**config.mk**
```make
export PLATFORM = sky130hd
export DESIGN_NAME = muldiv_sequencer_flat
export DESIGN_NICKNAME = d
export VERILOG_FILES = /design/src/rtl/muldiv_sequencer_if.sv /design/src/rtl/muldiv_sequencer.sv /design/src/flat_wrapper.sv
export SDC_FILE = /design/constraint.sdc
export NUM_CORES = 1
export LEC_CHECK = 0
export ABC_CLOCK_PERIOD_IN_PS = 1700
export BUFFER_PORTS_ARGS = -buffer_cell sky130_fd_sc_hd__buf_2
export CORE_MARGIN = 4
export CORE_UTILIZATION = 46
export DETAILED_ROUTE_END_ITERATION = 16
export PLACE_DENSITY = 0.82
export RECOVER_POWER = 100
export SLEW_MARGIN = 20
export SYNTH_ARGS = -nofsm -noshare
export SYNTH_HDL_FRONTEND = slang
export SYNTH_SLANG_ARGS = --single-unit
```
**constraint.sdc**
```tcl
create_clock -name Clk -period 1.7 [get_ports Clk]
set_input_delay 0.17 -clock Clk [delete_from_list [all_inputs] [get_ports Clk]]
set_output_delay 0.17 -clock Clk [all_outputs]
set_load 0.02 [all_outputs]
```
**src/rtl/muldiv_sequencer_if.sv**
```systemverilog
// muldiv_sequencer_if
//   Bundles the control-unit requests, unit handshakes and HI/LO control
//   outputs of the mult/div sequencer.
//   master : control unit / unit side (drives requests, done flags, divisor)
//   slave  : the sequencer itself (drives go pulses, loads, status)
interface muldiv_sequencer_if;
  localparam int unsigned DataW = 32;

  logic             StartMult;
  logic             StartDiv;
  logic             Abort;
  logic [DataW-1:0] Divisor;
  logic             MultDone;
  logic             DivDone;
  logic             MultGo;
  logic             DivGo;
  logic             DivMultSel;
  logic             HighLoad;
  logic             LowLoad;
  logic             Busy;
  logic             Done;
  logic             DivZero;
  logic             Timeout;

  modport master (
    output StartMult, StartDiv, Abort, Divisor, MultDone, DivDone,
    input  MultGo, DivGo, DivMultSel, HighLoad, LowLoad, Busy, Done,
           DivZero, Timeout
  );

  modport slave (
    input  StartMult, StartDiv, Abort, Divisor, MultDone, DivDone,
    output MultGo, DivGo, DivMultSel, HighLoad, LowLoad, Busy, Done,
           DivZero, Timeout
  );
endinterface

```
**src/rtl/muldiv_sequencer.sv**
```systemverilog
// muldiv_sequencer
//   Sequences the shared Mult/Div units and the HI/LO register pair of the
//   multicycle MIPS core: pulses the selected unit's start, waits for its done
//   flag under a watchdog, then loads HI and LO together and reports Done.
//   A divide with a zero divisor is flagged as DivZero without running Div.
// Ports
//   Clk   : rising-edge clock
//   Reset : synchronous active-low reset
//   bus   : muldiv_sequencer_if.slave (requests in; go pulses, HI/LO
//           control and status out). All outputs are registered.
module muldiv_sequencer #(
  parameter int unsigned TIMEOUT_CYCLES = 40,
  parameter int unsigned CNT_W          = 6
) (
  input logic                Clk,
  input logic                Reset,
  muldiv_sequencer_if.slave  bus
);

  typedef enum logic [3:0] {
    IDLE   = 4'd0,
    M_GO   = 4'd1,
    D_GO   = 4'd2,
    M_WAIT = 4'd3,
    D_WAIT = 4'd4,
    WB     = 4'd5,
    FIN    = 4'd6,
    D_EXC  = 4'd7,
    TOUT   = 4'd8
  } state_t;

  localparam logic [CNT_W-1:0] CntLast = CNT_W'(TIMEOUT_CYCLES - 1);

  state_t           state;
  logic [CNT_W-1:0] cnt;

  logic multGo, divGo, divMultSel, highLoad, lowLoad;
  logic busy, done, divZero, timeout;

  logic divisorZero;
  assign divisorZero = (bus.Divisor == 32'd0);

  // State and registered outputs are updated together, so each output is high
  // exactly while the FSM sits in the state that owns it.
  always_ff @(posedge Clk) begin
    if (!Reset) begin
      state      <= IDLE;
      cnt        <= '0;
      multGo     <= 1'b0;
      divGo      <= 1'b0;
      divMultSel <= 1'b0;
      highLoad   <= 1'b0;
      lowLoad    <= 1'b0;
      busy       <= 1'b0;
      done       <= 1'b0;
      divZero    <= 1'b0;
      timeout    <= 1'b0;
    end else begin
      multGo   <= 1'b0;
      divGo    <= 1'b0;
      highLoad <= 1'b0;
      lowLoad  <= 1'b0;
      busy     <= 1'b0;
      done     <= 1'b0;
      divZero  <= 1'b0;
      timeout  <= 1'b0;

      // Abort cancels any in-flight op ahead of done/timeout.
      if (state != IDLE && bus.Abort) begin
        state <= IDLE;
      end else begin
        case (state)
          IDLE: begin
            // Abort in IDLE blocks acceptance; mult has priority over div.
            if (!bus.Abort) begin
              if (bus.StartMult) begin
                state      <= M_GO;
                multGo     <= 1'b1;
                busy       <= 1'b1;
                divMultSel <= 1'b1;
              end else if (bus.StartDiv && divisorZero) begin
                state   <= D_EXC;
                divZero <= 1'b1;
                busy    <= 1'b1;
              end else if (bus.StartDiv) begin
                state      <= D_GO;
                divGo      <= 1'b1;
                busy       <= 1'b1;
                divMultSel <= 1'b0;
              end
            end
          end

          M_GO: begin
            state <= M_WAIT;
            cnt   <= '0;
            busy  <= 1'b1;
          end

          D_GO: begin
            state <= D_WAIT;
            cnt   <= '0;
            busy  <= 1'b1;
          end

          M_WAIT, D_WAIT: begin
            busy <= 1'b1;
            // Only the selected unit's done counts; done beats the watchdog.
            if ((state == M_WAIT) ? bus.MultDone : bus.DivDone) begin
              state    <= WB;
              highLoad <= 1'b1;
              lowLoad  <= 1'b1;
            end else if (cnt == CntLast) begin
              state   <= TOUT;
              timeout <= 1'b1;
            end else begin
              cnt <= cnt + CNT_W'(1);
            end
          end

          WB: begin
            state <= FIN;
            done  <= 1'b1;
            busy  <= 1'b1;
          end

          FIN, D_EXC, TOUT: begin
            state <= IDLE;
          end

          default: begin
            state <= IDLE;
          end
        endcase
      end
    end
  end

  assign bus.MultGo     = multGo;
  assign bus.DivGo      = divGo;
  assign bus.DivMultSel = divMultSel;
  assign bus.HighLoad   = highLoad;
  assign bus.LowLoad    = lowLoad;
  assign bus.Busy       = busy;
  assign bus.Done       = done;
  assign bus.DivZero    = divZero;
  assign bus.Timeout    = timeout;

endmodule

```
**src/flat_wrapper.sv**
```systemverilog
// flat-port wrapper written by rule: the top's interface ports become plain ports
module muldiv_sequencer_flat 
#(
  parameter int unsigned TIMEOUT_CYCLES = 40,
  parameter int unsigned CNT_W          = 6
)
  (Clk, Reset, bus_StartMult, bus_StartDiv, bus_Abort, bus_Divisor, bus_MultDone, bus_DivDone, bus_MultGo, bus_DivGo, bus_DivMultSel, bus_HighLoad, bus_LowLoad, bus_Busy, bus_Done, bus_DivZero, bus_Timeout);
  muldiv_sequencer_if bus_i ();
  input logic Clk;
  input logic Reset;
  input wire logic [$bits(bus_i.StartMult)-1:0] bus_StartMult;
  input wire logic [$bits(bus_i.StartDiv)-1:0] bus_StartDiv;
  input wire logic [$bits(bus_i.Abort)-1:0] bus_Abort;
  input wire logic [$bits(bus_i.Divisor)-1:0] bus_Divisor;
  input wire logic [$bits(bus_i.MultDone)-1:0] bus_MultDone;
  input wire logic [$bits(bus_i.DivDone)-1:0] bus_DivDone;
  output wire logic [$bits(bus_i.MultGo)-1:0] bus_MultGo;
  output wire logic [$bits(bus_i.DivGo)-1:0] bus_DivGo;
  output wire logic [$bits(bus_i.DivMultSel)-1:0] bus_DivMultSel;
  output wire logic [$bits(bus_i.HighLoad)-1:0] bus_HighLoad;
  output wire logic [$bits(bus_i.LowLoad)-1:0] bus_LowLoad;
  output wire logic [$bits(bus_i.Busy)-1:0] bus_Busy;
  output wire logic [$bits(bus_i.Done)-1:0] bus_Done;
  output wire logic [$bits(bus_i.DivZero)-1:0] bus_DivZero;
  output wire logic [$bits(bus_i.Timeout)-1:0] bus_Timeout;
  assign bus_i.StartMult = bus_StartMult;
  assign bus_i.StartDiv = bus_StartDiv;
  assign bus_i.Abort = bus_Abort;
  assign bus_i.Divisor = bus_Divisor;
  assign bus_i.MultDone = bus_MultDone;
  assign bus_i.DivDone = bus_DivDone;
  assign bus_MultGo = bus_i.MultGo;
  assign bus_DivGo = bus_i.DivGo;
  assign bus_DivMultSel = bus_i.DivMultSel;
  assign bus_HighLoad = bus_i.HighLoad;
  assign bus_LowLoad = bus_i.LowLoad;
  assign bus_Busy = bus_i.Busy;
  assign bus_Done = bus_i.Done;
  assign bus_DivZero = bus_i.DivZero;
  assign bus_Timeout = bus_i.Timeout;
  muldiv_sequencer #(.TIMEOUT_CYCLES(TIMEOUT_CYCLES), .CNT_W(CNT_W)) u_core (.Clk(Clk), .Reset(Reset), .bus(bus_i));
endmodule
```
==> impl_metrics.ini, run 1 <==
[sta]
finClkSkew_ns = 0.005446
whs_ns = 0.1238
period_share = 0.9411
final_hold_viol_count = 0
drv_slew = 0
totalNegativeSetupSlack_ns = 0
rsz0062_at_grt = no
worst_pin_slew_ns = 0.4428
fin_crit_ns = 1.600
max_clock_freq_mhz = 625.0
finalSetupViolCount = 0
maxSlewHeadroom = 0.7042

[placed_design]
port_buffers = 47
gp_congestion = 0.8793
placed_area_um2 = 1349
hpwl_um = 2337
dp_cells = 191

[worst_setup_path]
r2r_cells = 6
crit_cells = 6
required_ns = 1.89
startpoint_type = flop
path_buf_inv = 0
path_cells = ha_1, nand4b_1, or2_2, nand3_4, a21boi_2, mux2i_1
critPathMaxStageDelay_ns = 0.39
endpoint_kind = flop
crit_arrival_ns = 1.79
crit_slowest_cell = dfxtp_1
cp_top_family = simple AND/OR/NAND/NOR gates
criticalPathCategory = flop to flop
crit_fanout = 6

[routing]
vias = 1089
firstDrtPassIters = 4
drt_iter0_drc = 38
wl_per_cell_um = 14.94
vias_per_cell = 5.585
drc_errors = 0
antenna_violating_nets_post_route = 0
wl_um = 2914

[power]
power_mw = 1.502
power.leakage_nw = 0.5349
peakVddDrop_v = 0.001030
power_density_nw_per_um2 = 1095

[finish]
mostFrequentLayoutCell = buf_2
reg.largest.list = u_core.cnt (6), u_core.state (4)
diodes = 0
top_register = u_core.cnt
fin_nets = 209
num-fill-cells = 209
multiInputGateArea_um2 = 696.9
seq_area_um2 = 365.4
largest_register_ffs = 6
drive_above_1_share = 0.3952
instances_no_fill = 195
final_cell_mix = 38 x buf_2, 14 x dfxtp_1, 13 x nand2_1
final_cell_area_um2 = 1371
areaGrowthSynthToFinish_pct = 23.56

[synth]
synth.distinct_cells = 48
synth_edf_count = 0
synth_ff_type = dfxtp_1
yosys_warnings = 0
syn_inst = 120
synth_fp_nets = 160
ys_ff_latch = 18
synthArstFlopShare = 0
synth-seq-area-share = 0.3247
syn_area_per_cell_um2 = 9.248
synth_area_um2 = 1110

[clock_network]
numCtsBuffers = 3
clk_pin_slew_ns = 0.10
clock-sinks = 18
cts_buffer_depth = 2
clock_latency_ns = 0.30
clock-root-buffer = clkbuf_4
cts_hold_repair.buffers = 0
cts_tree = built
h-tree-depth = 1

[global_routing]
antenna_found_initial = 0
track_usage = 0.1827
grt_pass1_vias = 1063
grt_max_degree = 15
grt_overflow = 0
grt_pass1_wl_um = 4754

[die]
io_pins = 48
die_w_um = 57.12
start_util = 0.4922
core_um2 = 2255
dieArea_um2 = 3263
fp-row-count = 17
die_y_um = 57.12

[outcome]
status = finished clean

[run]
cap_viol_max_count = 0

[hold_path]
min_path_cells = 3
hp-class = input pin to flop
## power breakdown
group | internal [mW] | switching [mW]
clock | 0.0826 | 0.133
sequential | 0.482 | 0.0986
combinational | 0.303 | 0.403
total | 0.867 | 0.635
## cell type report
cell class / instances / share of cell area
sequential: 18 / 0.2664
multi-input combinational: 94 / 0.5082
clock buffer: 3 / 0.01642
timing repair buffer: 50 / 0.1779
inverter: 2 / 0.005474
tap: 28 / 0.02555
## synthesized netlist by cell type, types with 2 or more instances
master / number / share of area
dfxtp_1: 18 / 0.32
nand2_1: 13 / 0.044
nand2b_1: 9 / 0.051
nor2_1: 9 / 0.030
nor4_1: 7 / 0.039
mux2i_1: 4 / 0.036
nor3_1: 4 / 0.018
nand4_1: 3 / 0.017
o21ai_0: 3 / 0.014
a21boi_2: 2 / 0.020
a21o_1: 2 / 0.014
a21oi_1: 2 / 0.0090
a21oi_2: 2 / 0.016
buf_4: 2 / 0.014
buf_6: 2 / 0.020
inv_1: 2 / 0.0068
nand3_1: 2 / 0.0090
nor3_2: 2 / 0.018
o21ai_1: 2 / 0.0090
or3_1: 2 / 0.011
## worst register-to-register path: stages (launching register included)
cell and delay, ns:
dfxtp_1 0.39, ha_1 0.22, nand4b_1 0.18, or2_2 0.37, nand3_4 0.12, a21boi_2 0.09
mux2i_1 0.13
## routing by layer
layer | global-route usage | part of all wire | vias up
li1 | - | - | 543
met1 | 0.2300 | 0.42 | 508
met2 | 0.3051 | 0.50 | 31
met3 | 0.03394 | 0.053 | 7
met4 | 0.07616 | 0.019 | 0
met5 | 0 | 0 | -
## what timing repair did
| item | in CTS | in global routing |
|---|---|---|
| buffers inserted | 0 | 1 |
| resized for setup | 0 | 5 |
| endpoints found under the setup margin | 0 | 7 |
## worst paths after layout
check | slack [ns] | startpoint | end
max | 0.10 | u_core.cnt[0]$_SDFFE_PN0P_ | u_core.cnt[2]$_SDFFE_PN0P_
min | 0.12 | bus_StartDiv | u_core.bus.DivGo$_SDFF_PP0_
max reg2reg | 0.10 | u_core.cnt[0]$_SDFFE_PN0P_ | u_core.cnt[2]$_SDFFE_PN0P_
min reg2reg | 0.48 | u_core.cnt[5]$_SDFFE_PN0P_ | u_core.cnt[5]$_SDFFE_PN0P_
## cell families (layout without fill, tap and decap cells)
group	count (synthesis)	after routing	synth area share
mux	4	4	0.03608
fa+ha+maj	1	1	0.01127
flops	18	18	0.3247
simple gates	66	66	0.3811
xor+xnor	1	1	0.007893
buf+inv	8	55	0.04847
compound gates	22	22	0.1905
## per-stage QoR
step	util	worst slack, ns
final	0.6082	0.1001
after global routing	0.6082	0.01176
after CTS	0.6082	0.01023
after detailed placement	0.5982	0.01619
after global placement	0.5982	0.1343
after floorplan	-	0.2555
(Power assumes the default switching activity.)
==> run 2, diff against run 1 <==
CAP_MARGIN = 10   (was not set)
PLACE_DENSITY = 0.78   (was 0.82)
==> run 2 against run 1 <==
Against the previous run:
- via count decreased by 1.1%
- maximum frequency increased by 2.0%
- clock power increased by 19%
- first-iteration DRC count increased by 29%
- sequential share of layout area increased by 0.18 points
- clock-buffer cell count increased by 1
- routed wire length decreased by 12%
- clock skew decreased by 0.0038 ns
- critical path type unchanged
- critical endpoint is now u_core.state[2]$_SDFFE_PP0P_
- highest routed layer unchanged
==> impl_metrics.ini, run 2 (same netlist as run 1, synthesis figures left out) <==
[outcome]
status = finished clean

[finish]
seq_area_um2 = 364.1
areaGrowthSynthToFinish_pct = 22.32
reg.largest.list = u_core.cnt (6), u_core.state (4)
num-fill-cells = 224
drive_above_1_share = 0.3653
multiInputGateArea_um2 = 675.6
instances_no_fill = 195
fin_nets = 208
final_cell_mix = 38 x buf_2, 15 x dfxtp_1, 13 x nand2_1
diodes = 0
top_register = u_core.cnt
largest_register_ffs = 6
post-route-util = 0.6021
mostFrequentLayoutCell = buf_2

[clock_network]
clock-root-buffer = clkbuf_4
numCtsBuffers = 3
clock-sinks = 18
cts_tree = built
cts_resized = 1
post_cts_buffers = 0
cts_hold_repair.buffers = 0
h-tree-depth = 1
clk_pin_slew_ns = 0.10
cts_buffer_depth = 2
clock_latency_ns = 0.29

[power]
p_seq_frac = 0.391
internal-power_mw = 0.9088
power_density_nw_per_um2 = 1101
peakVddDrop_v = 0.0009235
power.leakage_nw = 0.5372
combPwrFrac = 0.436
clkPwrFrac = 0.173
swShare = 0.3922
p_switching_mw = 0.5865

[placed_design]
gp_congestion = 0.8006
hpwl_um = 2062
port_buffers = 47
post-place-ws_ns = 0.008920
dp_cells = 191

[worst_setup_path]
crit_fanout = 4
criticalPathCategory = flop to flop
crit_arrival_ns = 1.75
r2r_start = u_core.cnt[0]$_SDFFE_PN0P_
cp-startpoint = u_core.cnt[0]$_SDFFE_PN0P_
startpoint_type = flop
required_ns = 1.88
endpoint_kind = flop

[routing]
firstDrtPassIters = 4
wl_per_cell_um = 13.15
drt_iter0_drc = 49
vias = 1077
vias_per_cell = 5.523
antenna_violating_nets_post_route = 0
drc_errors = 0
wl_um = 2564

[sta]
finClkSkew_ns = 0.001689
fin_ws_ns = 0.1310
finalSetupViolCount = 0
drv_slew = 0
worst_pin_slew_ns = 0.4326
period_share = 0.9229
final_hold_viol_count = 0
rsz0062_at_grt = no
totalNegativeSetupSlack_ns = 0
fin_crit_ns = 1.569
maxSlewHeadroom = 0.7110
max_clock_freq_mhz = 637.4

[die]
start_util = 0.4922
io_pins = 48
die_w_um = 57.12
fp-row-count = 17
core_um2 = 2255
die_y_um = 57.12
dieArea_um2 = 3263

[run]
cap_viol_max_count = 0

[global_routing]
grt_pass1_wl_um = 4305
antenna_found_initial = 0
grt_overflow = 0
grt_pass1_vias = 978
track_usage = 0.1640
grt_max_degree = 15

[hold_path]
min-delay-start = bus_StartDiv
hp-class = input pin to flop
==> run 2: cell types whose count changed in the layout (fill, tap and decap cells not counted), moves of 2 or more <==
| cell | previous run | this run |
|---|---|---|
| a21oi_2 | 2 | 0 |
| a21oi_1 | 2 | 4 |
| a21boi_2 | 2 | 0 |
| a21boi_1 | 0 | 2 |
==> run 2: metrics by stage <==
stage | instance area, µm² | power [mW] | hold WS [ns]
after floorplan | 1110 | 1.151 | 0.2901
after global placement | 1349 | 1.247 | 0.4171
after detailed placement | 1349 | 1.266 | 0.4310
after CTS | 1386 | 1.528 | 0.1113
after global routing | 1358 | 1.612 | 0.1413
final | 1358 | 1.495 | 0.1184
==> run 2: final cells by class <==
cell class                 instances  area share
clock buffer                       4     0.02673
inverter                           2    0.005530
timing repair buffer              49      0.1760
multi-input combinational         94      0.4977
sequential                        18      0.2682
tap                               28     0.02581
==> run 2: worst max-delay path: stages (launching register included) <==
cell and delay [ns]:
dfxtp_1 0.39, ha_1 0.21, nand4b_1 0.18, o22ai_2 0.29, o221ai_1 0.18, nand2b_1 0.11
a32oi_2 0.10
==> run 2: final timing paths <==
| path | end | slack, ns | cells past startpoint |
|---|---|---|---|
| worst max-delay path | u_core.state[2]$_SDFFE_PP0P_ | 0.13 | 6 |
| worst min register to register | u_core.cnt[5]$_SDFFE_PN0P_ | 0.49 | 2 |
| worst min-delay path | u_core.bus.DivGo$_SDFF_PP0_ | 0.12 | 3 |
| worst max register to register | u_core.state[2]$_SDFFE_PP0P_ | 0.13 | 6 |
==> run 2: routing by layer <==
metal | vias to the layer above | share of wire | track usage
li1 | 535 | - | -
met1 | 480 | 0.41 | 0.2115
met2 | 57 | 0.45 | 0.2610
met3 | 5 | 0.12 | 0.05204
met4 | 0 | 0.012 | 0.04967
met5 | - | 0 | 0
==> run 2: power by group through the flow <==
stage	Clock, mW	Sequential, mW	Combinational [mW]
floorplan	0	0.547	0.604
global placement	0	0.580	0.668
detailed placement	0	0.587	0.679
CTS	0.269	0.579	0.680
global route	0.293	0.600	0.719
finish	0.258	0.585	0.652
